<file path="config.mk">
export PLATFORM = sky130hd
export DESIGN_NAME = multicycle_control
export DESIGN_NICKNAME = d
export VERILOG_FILES = /design/src/rtl/multicycle_control_pkg.sv /design/src/rtl/multicycle_control_next_state_decode.sv /design/src/rtl/multicycle_control.sv
export SDC_FILE = /design/constraint.sdc
export NUM_CORES = 1
export LEC_CHECK = 0
export ABC_CLOCK_PERIOD_IN_PS = 2840
export BUFFER_PORTS_ARGS = -buffer_cell sky130_fd_sc_hd__buf_2
export CORE_ASPECT_RATIO = 1.1
export CORE_UTILIZATION = 53
export CTS_CLUSTER_SIZE = 25
export DETAILED_ROUTE_END_ITERATION = 7
export PLACE_DENSITY = 0.8
export RECOVER_POWER = 25
export SYNTH_ARGS = -nofsm -noshare
export SYNTH_HDL_FRONTEND = slang
export SYNTH_HIERARCHICAL = 1
export SYNTH_SLANG_ARGS = --single-unit
</file>
<file path="constraint.sdc">
create_clock -name clk -period 2.84 [get_ports clk]
set_clock_uncertainty 0.15 [all_clocks]
set_input_delay 0.142 -clock clk [delete_from_list [all_inputs] [get_ports clk]]
set_output_delay 0.142 -clock clk [all_outputs]
set_load 0.01 [all_outputs]
</file>
<file path="src/rtl/multicycle_control_pkg.sv">
`default_nettype none
//============================================================================
// Module      : multicycle_control_pkg
// Description : Shared encodings for the multicycle controller and ALU control
// Revision    : 1.0
//============================================================================
package multicycle_control_pkg;

    localparam logic [3:0] c_ST_FETCH     = 4'd0;
    localparam logic [3:0] c_ST_DECODE    = 4'd1;
    localparam logic [3:0] c_ST_MEM_ADDR  = 4'd2;
    localparam logic [3:0] c_ST_MEM_READ  = 4'd3;
    localparam logic [3:0] c_ST_MEM_WB    = 4'd4;
    localparam logic [3:0] c_ST_MEM_WRITE = 4'd5;
    localparam logic [3:0] c_ST_EXECUTE   = 4'd6;
    localparam logic [3:0] c_ST_ALU_WB    = 4'd7;
    localparam logic [3:0] c_ST_BRANCH    = 4'd8;
    localparam logic [3:0] c_ST_JUMP      = 4'd9;
    localparam logic [3:0] c_ST_ADDI_EXEC = 4'd10;
    localparam logic [3:0] c_ST_ADDI_WB   = 4'd11;

    localparam logic [5:0] c_OP_RTYPE = 6'b000000;
    localparam logic [5:0] c_OP_LW    = 6'b100011;
    localparam logic [5:0] c_OP_SW    = 6'b101011;
    localparam logic [5:0] c_OP_BEQ   = 6'b000100;
    localparam logic [5:0] c_OP_J     = 6'b000010;
    localparam logic [5:0] c_OP_ADDI  = 6'b001000;

    localparam logic [1:0] c_ALUOP_ADD   = 2'b00;
    localparam logic [1:0] c_ALUOP_SUB   = 2'b01;
    localparam logic [1:0] c_ALUOP_FUNCT = 2'b10;

    localparam logic [1:0] c_PCSRC_ALU    = 2'b00;
    localparam logic [1:0] c_PCSRC_ALUOUT = 2'b01;
    localparam logic [1:0] c_PCSRC_JUMP   = 2'b10;

    localparam logic [1:0] c_SRCB_REG     = 2'b00;
    localparam logic [1:0] c_SRCB_ONE     = 2'b01;
    localparam logic [1:0] c_SRCB_IMM     = 2'b10;
    localparam logic [1:0] c_SRCB_IMM_DEC = 2'b11;

    // States that stall on memory and are guarded by the wait counter.
    function automatic logic is_mem_wait(input logic [3:0] state);
        return (state == c_ST_FETCH) || (state == c_ST_MEM_READ) ||
               (state == c_ST_MEM_WRITE);
    endfunction

    function automatic logic is_legal_op(input logic [5:0] op);
        return (op == c_OP_RTYPE) || (op == c_OP_LW) || (op == c_OP_SW) ||
               (op == c_OP_BEQ) || (op == c_OP_J) || (op == c_OP_ADDI);
    endfunction

endpackage
`default_nettype wire

</file>
<file path="src/rtl/multicycle_control_next_state_decode.sv">
`default_nettype none
//============================================================================
// Module      : next_state_decode
// Description : Combinational next-state logic for the multicycle controller
// Revision    : 1.0
//============================================================================
module next_state_decode
    import multicycle_control_pkg::*;
(
    input  logic [3:0] i_state,
    input  logic [5:0] i_opcode,
    input  logic       i_mem_ready,
    input  logic       i_timeout,
    output logic [3:0] o_next_state
);

    always_comb begin
        o_next_state = c_ST_FETCH;
        case (i_state)
            c_ST_FETCH:     o_next_state = i_mem_ready ? c_ST_DECODE : c_ST_FETCH;
            c_ST_DECODE: begin
                case (i_opcode)
                    c_OP_RTYPE:      o_next_state = c_ST_EXECUTE;
                    c_OP_LW, c_OP_SW: o_next_state = c_ST_MEM_ADDR;
                    c_OP_BEQ:        o_next_state = c_ST_BRANCH;
                    c_OP_J:          o_next_state = c_ST_JUMP;
                    c_OP_ADDI:       o_next_state = c_ST_ADDI_EXEC;
                    default:         o_next_state = c_ST_FETCH;
                endcase
            end
            c_ST_MEM_ADDR:  o_next_state = (i_opcode == c_OP_LW) ? c_ST_MEM_READ : c_ST_MEM_WRITE;
            c_ST_MEM_READ: begin
                if (i_mem_ready)    o_next_state = c_ST_MEM_WB;
                else if (i_timeout) o_next_state = c_ST_FETCH;
                else                o_next_state = c_ST_MEM_READ;
            end
            c_ST_MEM_WRITE: o_next_state = (i_mem_ready || i_timeout) ? c_ST_FETCH : c_ST_MEM_WRITE;
            c_ST_EXECUTE:   o_next_state = c_ST_ALU_WB;
            c_ST_ADDI_EXEC: o_next_state = c_ST_ADDI_WB;
            default:        o_next_state = c_ST_FETCH;
        endcase
    end

endmodule
`default_nettype wire

</file>
<file path="src/rtl/multicycle_control.sv">
`default_nettype none
//============================================================================
// Module      : multicycle_control
// Description : Multicycle datapath controller with memory-wait timeout
// Revision    : 1.0
//============================================================================
module multicycle_control
    import multicycle_control_pkg::*;
#(
    parameter int WAIT_LIMIT = 15
) (
    input  logic        clk,
    input  logic        rst,
    input  logic [5:0]  opcode,
    input  logic        zero,
    input  logic        mem_ready,
    output logic        pc_write,
    output logic        pc_write_cond,
    output logic        i_or_d,
    output logic        ir_write,
    output logic        mem_read,
    output logic        mem_write,
    output logic        mem_to_reg,
    output logic        reg_dst,
    output logic        reg_write,
    output logic        alu_src_a,
    output logic [1:0]  alu_src_b,
    output logic [1:0]  alu_op,
    output logic [1:0]  pc_source,
    output logic [3:0]  state,
    output logic        illegal_op,
    output logic        mem_timeout,
    output logic [31:0] instr_retired
);

    localparam int                 c_CNT_W = (WAIT_LIMIT < 1) ? 1 : $clog2(WAIT_LIMIT + 1);
    localparam logic [c_CNT_W-1:0] c_LIMIT = c_CNT_W'(WAIT_LIMIT);

    logic [3:0]         r_state;
    logic [c_CNT_W-1:0] r_wait_cnt;
    logic [31:0]        r_instr_retired;
    logic [3:0]         w_next_state;
    logic               w_waiting;
    logic               w_timeout;
    logic               w_retire;
    logic               w_unused;

    // Branch resolution on zero happens in the datapath, outside this block.
    assign w_unused  = zero;

    assign w_waiting = is_mem_wait(r_state);
    assign w_timeout = w_waiting && !mem_ready && (r_wait_cnt >= c_LIMIT);

    always_comb begin
        w_retire = 1'b0;
        case (r_state)
            c_ST_MEM_WB, c_ST_ALU_WB, c_ST_BRANCH,
            c_ST_JUMP, c_ST_ADDI_WB: w_retire = 1'b1;
            c_ST_MEM_WRITE:          w_retire = mem_ready;
            default:                 w_retire = 1'b0;
        endcase
    end

    next_state_decode u_next_state_decode (
        .i_state      (r_state),
        .i_opcode     (opcode),
        .i_mem_ready  (mem_ready),
        .i_timeout    (w_timeout),
        .o_next_state (w_next_state)
    );

    always_ff @(posedge clk) begin
        if (rst) begin
            r_state         <= c_ST_FETCH;
            r_wait_cnt      <= '0;
            r_instr_retired <= '0;
        end else begin
            r_state <= w_next_state;
            if (w_waiting && !mem_ready && !w_timeout)
                r_wait_cnt <= r_wait_cnt + c_CNT_W'(1);
            else
                r_wait_cnt <= '0;
            if (w_retire)
                r_instr_retired <= r_instr_retired + 32'd1;
        end
    end

    // Moore decode of r_state; held at zero while reset is asserted.
    always_comb begin
        pc_write      = 1'b0;
        pc_write_cond = 1'b0;
        i_or_d        = 1'b0;
        ir_write      = 1'b0;
        mem_read      = 1'b0;
        mem_write     = 1'b0;
        mem_to_reg    = 1'b0;
        reg_dst       = 1'b0;
        reg_write     = 1'b0;
        alu_src_a     = 1'b0;
        alu_src_b     = c_SRCB_REG;
        alu_op        = c_ALUOP_ADD;
        pc_source     = c_PCSRC_ALU;
        illegal_op    = 1'b0;
        mem_timeout   = 1'b0;
        if (!rst) begin
            mem_timeout = w_timeout;
            case (r_state)
                c_ST_FETCH: begin
                    mem_read  = 1'b1;
                    alu_src_b = c_SRCB_ONE;
                    ir_write  = mem_ready;
                    pc_write  = mem_ready;
                end
                c_ST_DECODE: begin
                    alu_src_b  = c_SRCB_IMM_DEC;
                    illegal_op = !is_legal_op(opcode);
                end
                c_ST_MEM_ADDR, c_ST_ADDI_EXEC: begin
                    alu_src_a = 1'b1;
                    alu_src_b = c_SRCB_IMM;
                end
                c_ST_MEM_READ: begin
                    mem_read = 1'b1;
                    i_or_d   = 1'b1;
                end
                c_ST_MEM_WB: begin
                    reg_write  = 1'b1;
                    mem_to_reg = 1'b1;
                end
                c_ST_MEM_WRITE: begin
                    mem_write = 1'b1;
                    i_or_d    = 1'b1;
                end
                c_ST_EXECUTE: begin
                    alu_src_a = 1'b1;
                    alu_op    = c_ALUOP_FUNCT;
                end
                c_ST_ALU_WB: begin
                    reg_write = 1'b1;
                    reg_dst   = 1'b1;
                end
                c_ST_BRANCH: begin
                    alu_src_a     = 1'b1;
                    alu_op        = c_ALUOP_SUB;
                    pc_write_cond = 1'b1;
                    pc_source     = c_PCSRC_ALUOUT;
                end
                c_ST_JUMP: begin
                    pc_write  = 1'b1;
                    pc_source = c_PCSRC_JUMP;
                end
                c_ST_ADDI_WB: reg_write = 1'b1;
                default: ;
            endcase
        end
    end

    assign state         = r_state;
    assign instr_retired = r_instr_retired;

endmodule
`default_nettype wire
</file>
==> key figures <==
Outcome
  – Status: completed

Clock network
  – Skew-Pair Late Insertion Delay: 0.29 ns
  – Cts repair resizes: 0
  – Max H-tree Level: 2
  – CTS tree: yes
  – CTS Hold Bufs: 0
  – CTS Buf Count: 5
  – Clk pin slew, worst setup/hold paths: 0.07 ns
  – Post-CTS setup buffers: 0
  – CTS sink cnt: 40
  – Clock buffer depth: 2
  – Root Buffer: clkbuf_8

Cells and area
  – Share of layout cells above drive strength 1: 20.3%
  – Final antenna diode count: 0
  – Commonest cells after routing, fill and taps aside: nor2_1, dfxtp_1, buf_2
  – Nets: 371
  – FILL cells: 413
  – Util after Layout: 65.1%
  – Commonest non-fill, non-tap cell in the layout: nor2_1
  – Area delta synth->final: 16.8%

Detailed routing
  – Via/cell ratio: 5.64
  – Post-Route WL: 5320 µm
  – Pre-Repair DR Iteration Count: 4
  – Antenna-violating nets left: 0
  – 1st-iter DRT viols: 111
  – # DRC: 0
  – Vias: 2,334
  – WL/cell: 12.9 µm

Synth
  – Yosys reg bits: 40
  – Syn avg cell area: 8.08 µm²
  – Synth Cell Area: 2420 µm²
  – Post-Syn Nets: 312
  – EDFF count, synth: 0
  – Prevailing post-synth register cell: dfxtp_1
  – Yosys warnings: 6
  – Cell variety after synth: 53
  – Mapped Cells: 300
  – Ys async rst share: 0%
  – Register area share after synthesis: 33.0%

Critical path
  – Reg2reg setup slack: 0.57 ns
  – CP Capture Type: flip-flop
  – Crit path DAT: 2.30 ns
  – Critical Path Start Type: flip-flop
  – Crit Path Category: reg -> reg
  – CP max FO: 10
  – Reg2Reg Depth: 9
  – WP data required: 2.87 ns
  – Critical R2R Launch: state[0]
  – Capturing point of the worst reg2reg path: state[0]

Placed design
  – Post-DP HPWL: 3900 µm
  – RePlAce Congestion: 0.779
  – I/O Buffers: 62

STA
  – Max-slew headroom: 71.3%
  – Unrepaired setup endpoints after global routing: false
  – Max Fclk: 441 MHz
  – WHS: 0.0624 ns
  – Final setup violation count: 0
  – Crit path time final: 2.27 ns
  – Post-route setup TNS: 0 ns
  – Final critical-path share of the clock period: 79.9%
  – Slew @ Worst Pin: 0.420 ns
  – Slew Limit Fails: 0
  – Final Hold Violating Endpoints: 0

Global routing
  – Grt ovf: 0
  – Largest net degree at the start of global routing: 29
  – First-pass GRT wire length: 8650 µm
  – Vias in the first global route: 2,039
  – Initial antenna violation count: 0
  – Total GRT Usage: 22.8%

Worst hold path
  – HP Start: rst
  – Hold path depth: 2
  – Hold crit path type: in -> reg
  – WHS Endpoint: instr_retired[4]

Floorplan
  – Die width: 66.5 µm
  – Die area: 4850 µm²
  – Chip height: 72.9 µm
  – I/O Pins: 64
  – Core box area: 4350 µm²
  – Initial Util: 55.7%
  – Rows: 25

Power and ir drop
  – Leakage power: 0.00106 µW
  – VDD IR max: 0.280 mV
  – Pwr/cell area: 362 nW/µm²

Flow run
  – Max-Cap Viols: 0
## critical path, cell delays in order (launching register included)
cell and delay, ns:
dfxtp_1 0.50, xnor2_1 0.24, mux2i_1 0.15, nor4_1 0.24, buf_4 0.17, nor3_1 0.04
o21ai_0 0.14, a31oi_1 0.10, a221o_2 0.31, nor2b_1 0.13
## area by class of cell
type | instances | area (µm²) | area share (%)
multi-input combinational | 233 | 1490 | 52.8
sequential | 40 | 801 | 28.3
timing repair buffer | 71 | 349 | 12.3
clock buffer | 8 | 90.1 | 3.18
tap | 54 | 67.6 | 2.39
inverter | 8 | 30.0 | 1.06
## power breakdown
| group | switching, µW | internal [µW] | total, µW | leakage [µW] |
|---|---|---|---|---|
| Sequential | 3.52 | 563 | 566 | 0.000323 |
| Combinational | 44.9 | 27.6 | 72.6 | 0.000693 |
| Clock | 187 | 198 | 385 | 0.0000455 |
## stage by stage
step / worst slack [ns] / std cells / instance area (µm²) / power, µW
final: 0.571 / 414 / 2830 / 1020
after global routing: 0.367 / 414 / 2830 / 1070
after CTS: 0.541 / 414 / 2860 / 1030
after detailed placement: 0.557 / 406 / 2770 / 652
after global placement: 0.626 / 406 / 2770 / 651
after floorplan: 0.347 / 300 / 2420 / 624
## routing by layer
metal / share of wire [%] / up-vias / global-route usage [%]
met5: 0 / - / 0
met4: 1.4 / 0 / 8.04
met3: 3.3 / 7 / 3.75
met2: 51 / 46 / 42.3
met1: 44 / 1096 / 26.0
li1: - / 1185 / -
## sequential cells by signal (all words and copies together) (netlist names)
name / count
state: 4
instr_retired: 32
r_wait_cnt: 4
## cell usage after synthesis (2+ instances only)
cell type / number / area share, %
nor4_1: 13 / 3.4
nand3_1: 10 / 2.1
and3_1: 7 / 1.8
clkbuf_1: 11 / 1.7
nand4_2: 2 / 1.0
ha_1: 2 / 1.0
nor2_1: 45 / 7.0
xor2_1: 4 / 1.4
a21oi_1: 7 / 1.4
inv_1: 8 / 1.2
mux2i_1: 2 / 0.83
nand2_1: 23 / 3.6
buf_4: 2 / 0.62
buf_2: 4 / 0.83
nor3_1: 16 / 3.3
xnor2_1: 24 / 8.7
or2_2: 2 / 0.52
and4_1: 5 / 1.8
o31ai_1: 2 / 0.62
dfxtp_1: 40 / 33
nor4_2: 2 / 1.0
or3_1: 5 / 1.3
a31oi_1: 2 / 0.52
nand2b_1: 4 / 1.0
nor2b_1: 7 / 1.8
or4_1: 2 / 0.62
a31o_2: 4 / 1.4
nor4b_1: 2 / 0.72
o21ai_0: 8 / 1.7
nand4_1: 8 / 2.1
buf_6: 2 / 0.93
nor3b_1: 3 / 0.93
nand4b_1: 2 / 0.72
## kinds of logic (layout without fill, tap and decap cells)
| kind of cell | Yosys count | in the layout | synth area share [%] |
|---|---|---|---|
| XOR/XNOR | 28 | 28 | 10.1 |
| flip-flops | 40 | 40 | 33.0 |
| multiplexers | 3 | 3 | 1.29 |
| adder cells (fa/ha/maj) | 3 | 3 | 1.45 |
| AO/OA/AOI/OAI | 32 | 32 | 9.19 |
| AND/OR/NAND/NOR | 167 | 167 | 39.6 |
| buffers and inverters | 27 | 87 | 5.32 |
## how the worst max path moves through the flow
| stage | end | from | slack [ns] |
|---|---|---|---|
| 2_1_floorplan | state[0] | state[0] | 0.35 |
| 3_3_place_gp | state[0] | state[0] | 0.63 |
| 3_5_place_dp | state[0] | state[0] | 0.56 |
| 4_1_cts | state[0] | state[0] | 0.54 |
| 5_1_grt | state[2] | state[0] | 0.37 |
| 6_report | state[0] | state[0] | 0.57 |
No activity file was read; power rests on OpenSTA's default activity.
